### src/rtl/gray_pkg.sv
// Shared types, defaults and the Gray->binary helper for the Gray stream decoder.
package gray_pkg;

  localparam int DEF_WIDTH     = 8;
  localparam int DEF_ERR_LIMIT = 3;
  localparam int DEF_CNT_W     = 16;
  localparam int MAX_W         = 64;

  typedef enum logic {ACQ, TRACK} state_t;

  // Zero-extended input makes the top-down prefix XOR correct for any WIDTH <= MAX_W.
  function automatic logic [MAX_W-1:0] gray_to_bin(input logic [MAX_W-1:0] g);
    logic [MAX_W-1:0] b;
    b[MAX_W-1] = g[MAX_W-1];
    for (int i = MAX_W-2; i >= 0; i--) b[i] = b[i+1] ^ g[i];
    return b;
  endfunction

endpackage

### src/rtl/gray_stream_decoder_if.sv
// Stream bus for the Gray decoder: Gray codes in, decoded words out.
interface gray_stream_decoder_if #(parameter int WIDTH = gray_pkg::DEF_WIDTH);
   logic             in_valid;
   logic             in_ready;
   logic [WIDTH-1:0] in_gray;
   logic             out_valid;
   logic             out_ready;
   logic [WIDTH-1:0] out_bin;
   logic             out_dir;
   logic             out_first;
   logic             out_step_err;

   modport master (
      output in_valid, in_gray, out_ready,
      input  in_ready, out_valid, out_bin, out_dir, out_first, out_step_err
   );

   modport slave (
      input  in_valid, in_gray, out_ready,
      output in_ready, out_valid, out_bin, out_dir, out_first, out_step_err
   );
endinterface

### src/rtl/gray_step_checker.sv
// Combinational decode of the current code and classification of the step from the previous code.
module gray_step_checker
   import gray_pkg::*;
#(
   parameter int WIDTH = DEF_WIDTH
) (
   input  logic [WIDTH-1:0] cur_gray,
   input  logic [WIDTH-1:0] prev_gray,
   output logic [WIDTH-1:0] cur_bin,
   output logic             legal,
   output logic             repeat_code,
   output logic             dir
);
   logic [MAX_W-1:0] cur_full, prev_full;
   logic [WIDTH-1:0] prev_bin, delta, diff;
   int unsigned      ones;

   assign cur_full  = gray_to_bin(MAX_W'(cur_gray));
   assign prev_full = gray_to_bin(MAX_W'(prev_gray));
   assign cur_bin   = cur_full[WIDTH-1:0];
   assign prev_bin  = prev_full[WIDTH-1:0];

   assign diff        = cur_gray ^ prev_gray;
   assign ones        = $countones(diff);
   assign legal       = (ones == 1);
   assign repeat_code = (ones == 0);

   // Modular subtraction makes the FF->00 wrap an up-step naturally.
   assign delta = cur_bin - prev_bin;
   assign dir   = legal && (delta == WIDTH'(1));
endmodule

### src/rtl/gray_stream_decoder.sv
// Gray stream decoder: FSM, 1-cycle registered output stage, step/lock/error tracking.
// Build option GRAY_DEC_REPEAT_OK_EN: a repeated code while tracking is a legal hold.
module gray_stream_decoder
   import gray_pkg::*;
#(
   parameter int WIDTH     = DEF_WIDTH,
   parameter int ERR_LIMIT = DEF_ERR_LIMIT,
   parameter int CNT_W     = DEF_CNT_W
) (
   input  logic                     clk,
   input  logic                     rst,
   gray_stream_decoder_if.slave     bus,
   output logic                     locked,
   output logic [CNT_W-1:0]         err_cnt
);
   localparam int CONS_W = $clog2(ERR_LIMIT + 1);

   state_t           state, state_nxt;
   logic [WIDTH-1:0] prev_gray;
   logic [CONS_W-1:0] cons, cons_nxt;
   logic [CNT_W-1:0] err_nxt;
   logic             first_nxt, serr_nxt, dir_nxt;
   logic             accept;

   logic [WIDTH-1:0] cur_bin;
   logic             legal, repeat_code, step_dir, hold_ok;

   gray_step_checker #(.WIDTH(WIDTH)) u_chk (
      .cur_gray    (bus.in_gray),
      .prev_gray   (prev_gray),
      .cur_bin     (cur_bin),
      .legal       (legal),
      .repeat_code (repeat_code),
      .dir         (step_dir)
   );

`ifdef GRAY_DEC_REPEAT_OK_EN
   assign hold_ok = repeat_code;
`else
   assign hold_ok = repeat_code & 1'b0;
`endif

   assign bus.in_ready = !bus.out_valid || bus.out_ready;
   assign accept       = bus.in_valid && bus.in_ready;
   assign locked       = (state == TRACK);

   always_comb begin
      state_nxt = state;
      cons_nxt  = cons;
      err_nxt   = err_cnt;
      first_nxt = 1'b0;
      serr_nxt  = 1'b0;
      dir_nxt   = 1'b0;
      case (state)
         ACQ: begin
            first_nxt = 1'b1;
            state_nxt = TRACK;
            cons_nxt  = '0;
         end
         TRACK: begin
            if (legal) begin
               dir_nxt  = step_dir;
               cons_nxt = '0;
            end else if (!hold_ok) begin
               serr_nxt = 1'b1;
               if (err_cnt != '1) err_nxt = err_cnt + 1'b1;
               if (cons == CONS_W'(ERR_LIMIT - 1)) begin
                  state_nxt = ACQ;
                  cons_nxt  = '0;
               end else begin
                  cons_nxt = cons + 1'b1;
               end
            end
         end
         default: state_nxt = ACQ;
      endcase
   end

   always_ff @(posedge clk) begin
      if (rst) begin
         state            <= ACQ;
         prev_gray        <= '0;
         cons             <= '0;
         err_cnt          <= '0;
         bus.out_valid    <= 1'b0;
         bus.out_bin      <= '0;
         bus.out_dir      <= 1'b0;
         bus.out_first    <= 1'b0;
         bus.out_step_err <= 1'b0;
      end else if (accept) begin
         state            <= state_nxt;
         prev_gray        <= bus.in_gray;
         cons             <= cons_nxt;
         err_cnt          <= err_nxt;
         bus.out_valid    <= 1'b1;
         bus.out_bin      <= cur_bin;
         bus.out_dir      <= dir_nxt;
         bus.out_first    <= first_nxt;
         bus.out_step_err <= serr_nxt;
      end else if (bus.out_valid && bus.out_ready) begin
         bus.out_valid <= 1'b0;
      end
   end
endmodule

### src/flat_wrapper.sv
// flat-port wrapper written by rule: the top's interface ports become plain ports
module gray_stream_decoder_flat import gray_pkg::*;
#(
   parameter int WIDTH     = DEF_WIDTH,
   parameter int ERR_LIMIT = DEF_ERR_LIMIT,
   parameter int CNT_W     = DEF_CNT_W
)
  (clk, rst, locked, err_cnt, bus_in_valid, bus_in_gray, bus_out_ready, bus_in_ready, bus_out_valid, bus_out_bin, bus_out_dir, bus_out_first, bus_out_step_err);
  gray_stream_decoder_if #(.WIDTH(WIDTH)) bus_i ();
  input  logic clk;
  input  logic rst;
  output logic locked;
  output logic [CNT_W-1:0] err_cnt;
  input wire logic [$bits(bus_i.in_valid)-1:0] bus_in_valid;
  input wire logic [$bits(bus_i.in_gray)-1:0] bus_in_gray;
  input wire logic [$bits(bus_i.out_ready)-1:0] bus_out_ready;
  output wire logic [$bits(bus_i.in_ready)-1:0] bus_in_ready;
  output wire logic [$bits(bus_i.out_valid)-1:0] bus_out_valid;
  output wire logic [$bits(bus_i.out_bin)-1:0] bus_out_bin;
  output wire logic [$bits(bus_i.out_dir)-1:0] bus_out_dir;
  output wire logic [$bits(bus_i.out_first)-1:0] bus_out_first;
  output wire logic [$bits(bus_i.out_step_err)-1:0] bus_out_step_err;
  assign bus_i.in_valid = bus_in_valid;
  assign bus_i.in_gray = bus_in_gray;
  assign bus_i.out_ready = bus_out_ready;
  assign bus_in_ready = bus_i.in_ready;
  assign bus_out_valid = bus_i.out_valid;
  assign bus_out_bin = bus_i.out_bin;
  assign bus_out_dir = bus_i.out_dir;
  assign bus_out_first = bus_i.out_first;
  assign bus_out_step_err = bus_i.out_step_err;
  gray_stream_decoder #(.WIDTH(WIDTH), .ERR_LIMIT(ERR_LIMIT), .CNT_W(CNT_W)) u_core (.clk(clk), .rst(rst), .bus(bus_i), .locked(locked), .err_cnt(err_cnt));
endmodule
### config.mk
export PLATFORM = sky130hd
export DESIGN_NAME = gray_stream_decoder_flat
export DESIGN_NICKNAME = d
export VERILOG_FILES = /design/src/rtl/gray_pkg.sv /design/src/rtl/gray_stream_decoder_if.sv /design/src/rtl/gray_step_checker.sv /design/src/rtl/gray_stream_decoder.sv /design/src/flat_wrapper.sv
export SDC_FILE = /design/constraint.sdc
export NUM_CORES = 1
export LEC_CHECK = 0
export CAP_MARGIN = 20
export CORE_ASPECT_RATIO = 2
export CORE_MARGIN = 1.5
export CORE_UTILIZATION = 30
export CTS_CLUSTER_SIZE = 20
export DETAILED_ROUTE_END_ITERATION = 8
export GPL_ROUTABILITY_DRIVEN = 0
export PLACE_DENSITY_LB_ADDON = 0.12
export SYNTH_ARGS = -nofsm -noshare
export SYNTH_HDL_FRONTEND = slang
export SYNTH_SLANG_ARGS = --single-unit
### constraint.sdc
create_clock -name clk -period 9.85 [get_ports clk]
set_input_delay 2.4625 -clock clk [delete_from_list [all_inputs] [get_ports clk]]
set_output_delay 2.4625 -clock clk [all_outputs]
set_load 0.05 [all_outputs]
==> out/qor.yml <==
die-area_um2: 8530
holdPathStages: 2
skew_ps: 2.19
placementRows: 45
synthCells: 282
vias: 2001
clk_pin_slew_ps: 60
drv_slew: 0
leakage_nw: 1.08
grt_first_pass_wirelength_mm: 9.87
hold_viol_final: 0
final_core_util_pct: 39.6
dp_cells: 408
r2r_end: "u_core.err_cnt[14]$_SDFFE_PP0P_"
synth.distinct_cells: 46
clock-sinks: 38
antenna_found_initial: 0
die_h_um: 129
setup_violations: 0
ctsHoldBuffers: 0
synth_seq_area_share_pct: 31.9
cts.htree.levels: 2
antenna_cells: 0
vias_per_cell: 4.81
critPathRequiredTime_ps: 10020
critPathCaptureType: "register"
setup_ws_ps: 3090
ys_top_cells_by_area: "dfxtp_1, xnor2_1, ha_1"
grt_pass1_vias: 1997
yosysWarnings: 0
synth_seq_cells: 38
first_iter_violations: 47
place_area_um2: 2880
period_share_pct: 68.7
syn_to_final_growth_pct: 27.1
min_to: "u_core.bus.out_bin[1]$_SDFFE_PP0P_"
path_class: "input pin to register"
min-delay-start: "u_core.bus.out_bin[1]$_SDFFE_PP0P_"
synthesis.area_um2: 2380
syn-num-nets: 310
clock_tree.root_cell: "clkbuf_16"
clock_path_buffers: 2
ir_drop_mv: 0.0920
period_minus_slack_ps: 6760
worstMarginPinSlew_ps: 725
dr.pass1.iters: 4
async_reset_ff_share_pct: 0
start_util_pct: 31.1
fp.dieW_um: 66.0
finalWirelength_mm: 5.98
tns_ps: 0
gr-usage-all-layers_pct: 15.4
maxCapViolCount: 0
synth_edf_count: 0
fmax_mhz: 148
pre_cts_slack_ps: 2800
synth.top_cell.area_share_pct: 31.9
reg2regPathDepth: 15
cellPowerDensity_nw_per_um2: 178
stdcell_count: 416
port-buffer-count: 41
coreArea_um2: 7660
worstSkewPairLatency_ps: 280
worstSetupStartpoint: "bus_in_gray[0]"
grt_remaining_overflow: 0
arrival_ps: 6940
avgSynthCellArea_um2: 8.46
fin_hold_ws_ps: 467
grt_max_degree: 41
status: "finished, final reports clean"
hold_class: "register to register"
nets: 349
synth_flop_cell: "dfxtp_1"
io_pins: 42
drive_gt1_share_pct: 8.07
power_mw: 0.540
cts_tree: "built"
rsz0062_at_grt: "no"
post_drt_wl_per_cell_um: 14.4
post_cts_buffers: 0
cp_max_fo: 21
slew_headroom_pct: 51.6
worstReg2RegStart: "u_core.prev_gray[3]$_SDFFE_PP0P_"
cts-resized-gates: 0
fin_area_um2: 3030
critPathLaunchType: "input pin"
cts_made_buffers: 5
yosys.area.top_type: "dfxtp_1"
rrSetupSlack_ps: 5580
ant_nets: 0
place_hpwl_mm: 4.42
drc: 0
## registers in the layout (all words and copies together), names as in the netlist
| signal | cells |
|---|---|
| u_core.bus.out_bin | 7 |
| u_core.bus.out_dir | 1 |
| u_core.bus.out_first | 1 |
| u_core.bus.out_step_err | 1 |
| u_core.bus.out_valid | 1 |
| u_core.cons | 2 |
| u_core.err_cnt | 16 |
| u_core.locked | 1 |
| u_core.prev_gray | 8 |
## worst max-delay path, cell delays in order
cell and delay (ps):
clkdlybuf4s50_1 700, xnor2_1 150, fa_1 530, fa_1 520
fa_1 480, inv_1 70, ha_1 160, inv_1 50
fa_1 370, nor2b_1 140, a31oi_1 180, o211ai_1 130
buf_4 220, nor3_1 320, nand3_1 130, mux2_1 320
## cell type report
| cell class | count | area (um2) |
|---|---|---|
| fill | 839 | 4630 |
| multi-input combinational | 218 | 1520 |
| sequential | 38 | 761 |
| timing repair buffer | 44 | 433 |
| clock buffer | 7 | 143 |
| tap | 94 | 118 |
| inverter | 14 | 57.6 |
| clock inverter | 1 | 5.00 |
## cell families (layout without fill, tap and decap cells)
logic type,Yosys count,after routing,synth area share [%]
buf+inv,26,66,4.56
xor+xnor,42,42,18.1
fa+ha+maj,16,16,9.97
flops,38,38,31.9
simple gates,120,120,25.0
compound gates,38,38,9.60
mux,2,2,0.892
## cell usage in the layout (no fill, tap or decap), drive strengths merged, types with 3 or more instances in the layout
cell type / n
nor3: 18
fa: 5
xor2: 10
nand3b: 3
o21ai: 7
nand4: 6
xnor2: 32
clkdlybuf4s50: 41
nor2b: 5
o31ai: 3
clkbuf: 7
nor4: 4
dfxtp: 38
buf: 3
nor2: 33
inv: 13
or3: 3
nand3: 4
a21oi: 20
ha: 11
nand2: 33
## synth_stat cells (3+ instances only)
cell / count
nand3b_1: 3
fa_1: 5
dfxtp_1: 38
inv_1: 13
ha_1: 11
clkbuf_1: 9
nand3_1: 3
xor2_2: 3
nor3_1: 15
nand2_1: 33
nor3_2: 3
or3_1: 3
nor2b_1: 5
nor4_1: 4
nand4_1: 6
xor2_1: 7
xnor2_2: 3
xnor2_1: 28
a21oi_1: 19
nor2_1: 33
o21ai_0: 6
## routing by layer
| metal | wire (um) | GRT usage, % | up-vias |
|---|---|---|---|
| met1 | 2360 | 16.2 | 932 |
| met5 | 0 | 0 | - |
| met2 | 3230 | 28.2 | 34 |
| li1 | - | - | 1024 |
| met3 | 182 | 2.69 | 11 |
| met4 | 199 | 8.16 | 0 |
## worst max-delay path by stage
| stage | end | slack [ps] | cells after the start |
|---|---|---|---|
| detailed placement | u_core.err_cnt[14]$_SDFFE_PP0P_ | 2800 | 16 |
| finish | u_core.err_cnt[14]$_SDFFE_PP0P_ | 3090 | 16 |
| global route | u_core.err_cnt[14]$_SDFFE_PP0P_ | 2780 | 16 |
| global placement | u_core.err_cnt[14]$_SDFFE_PP0P_ | 2870 | 16 |
| floorplan | u_core.err_cnt[11]$_SDFFE_PP0P_ | 3540 | 16 |
| CTS | u_core.err_cnt[14]$_SDFFE_PP0P_ | 3050 | 16 |
## power breakdown
part | total, mW | internal [mW] | switching [mW] | leakage [nW]
Sequential | 0.168 | 0.162 | 0.00667 | 0.310
Clock | 0.164 | 0.100 | 0.0634 | 0.0739
Combinational | 0.208 | 0.0871 | 0.121 | 0.695
Total | 0.540 | 0.349 | 0.191 | 1.08
Note: power is estimated with default switching activity, not from simulation.
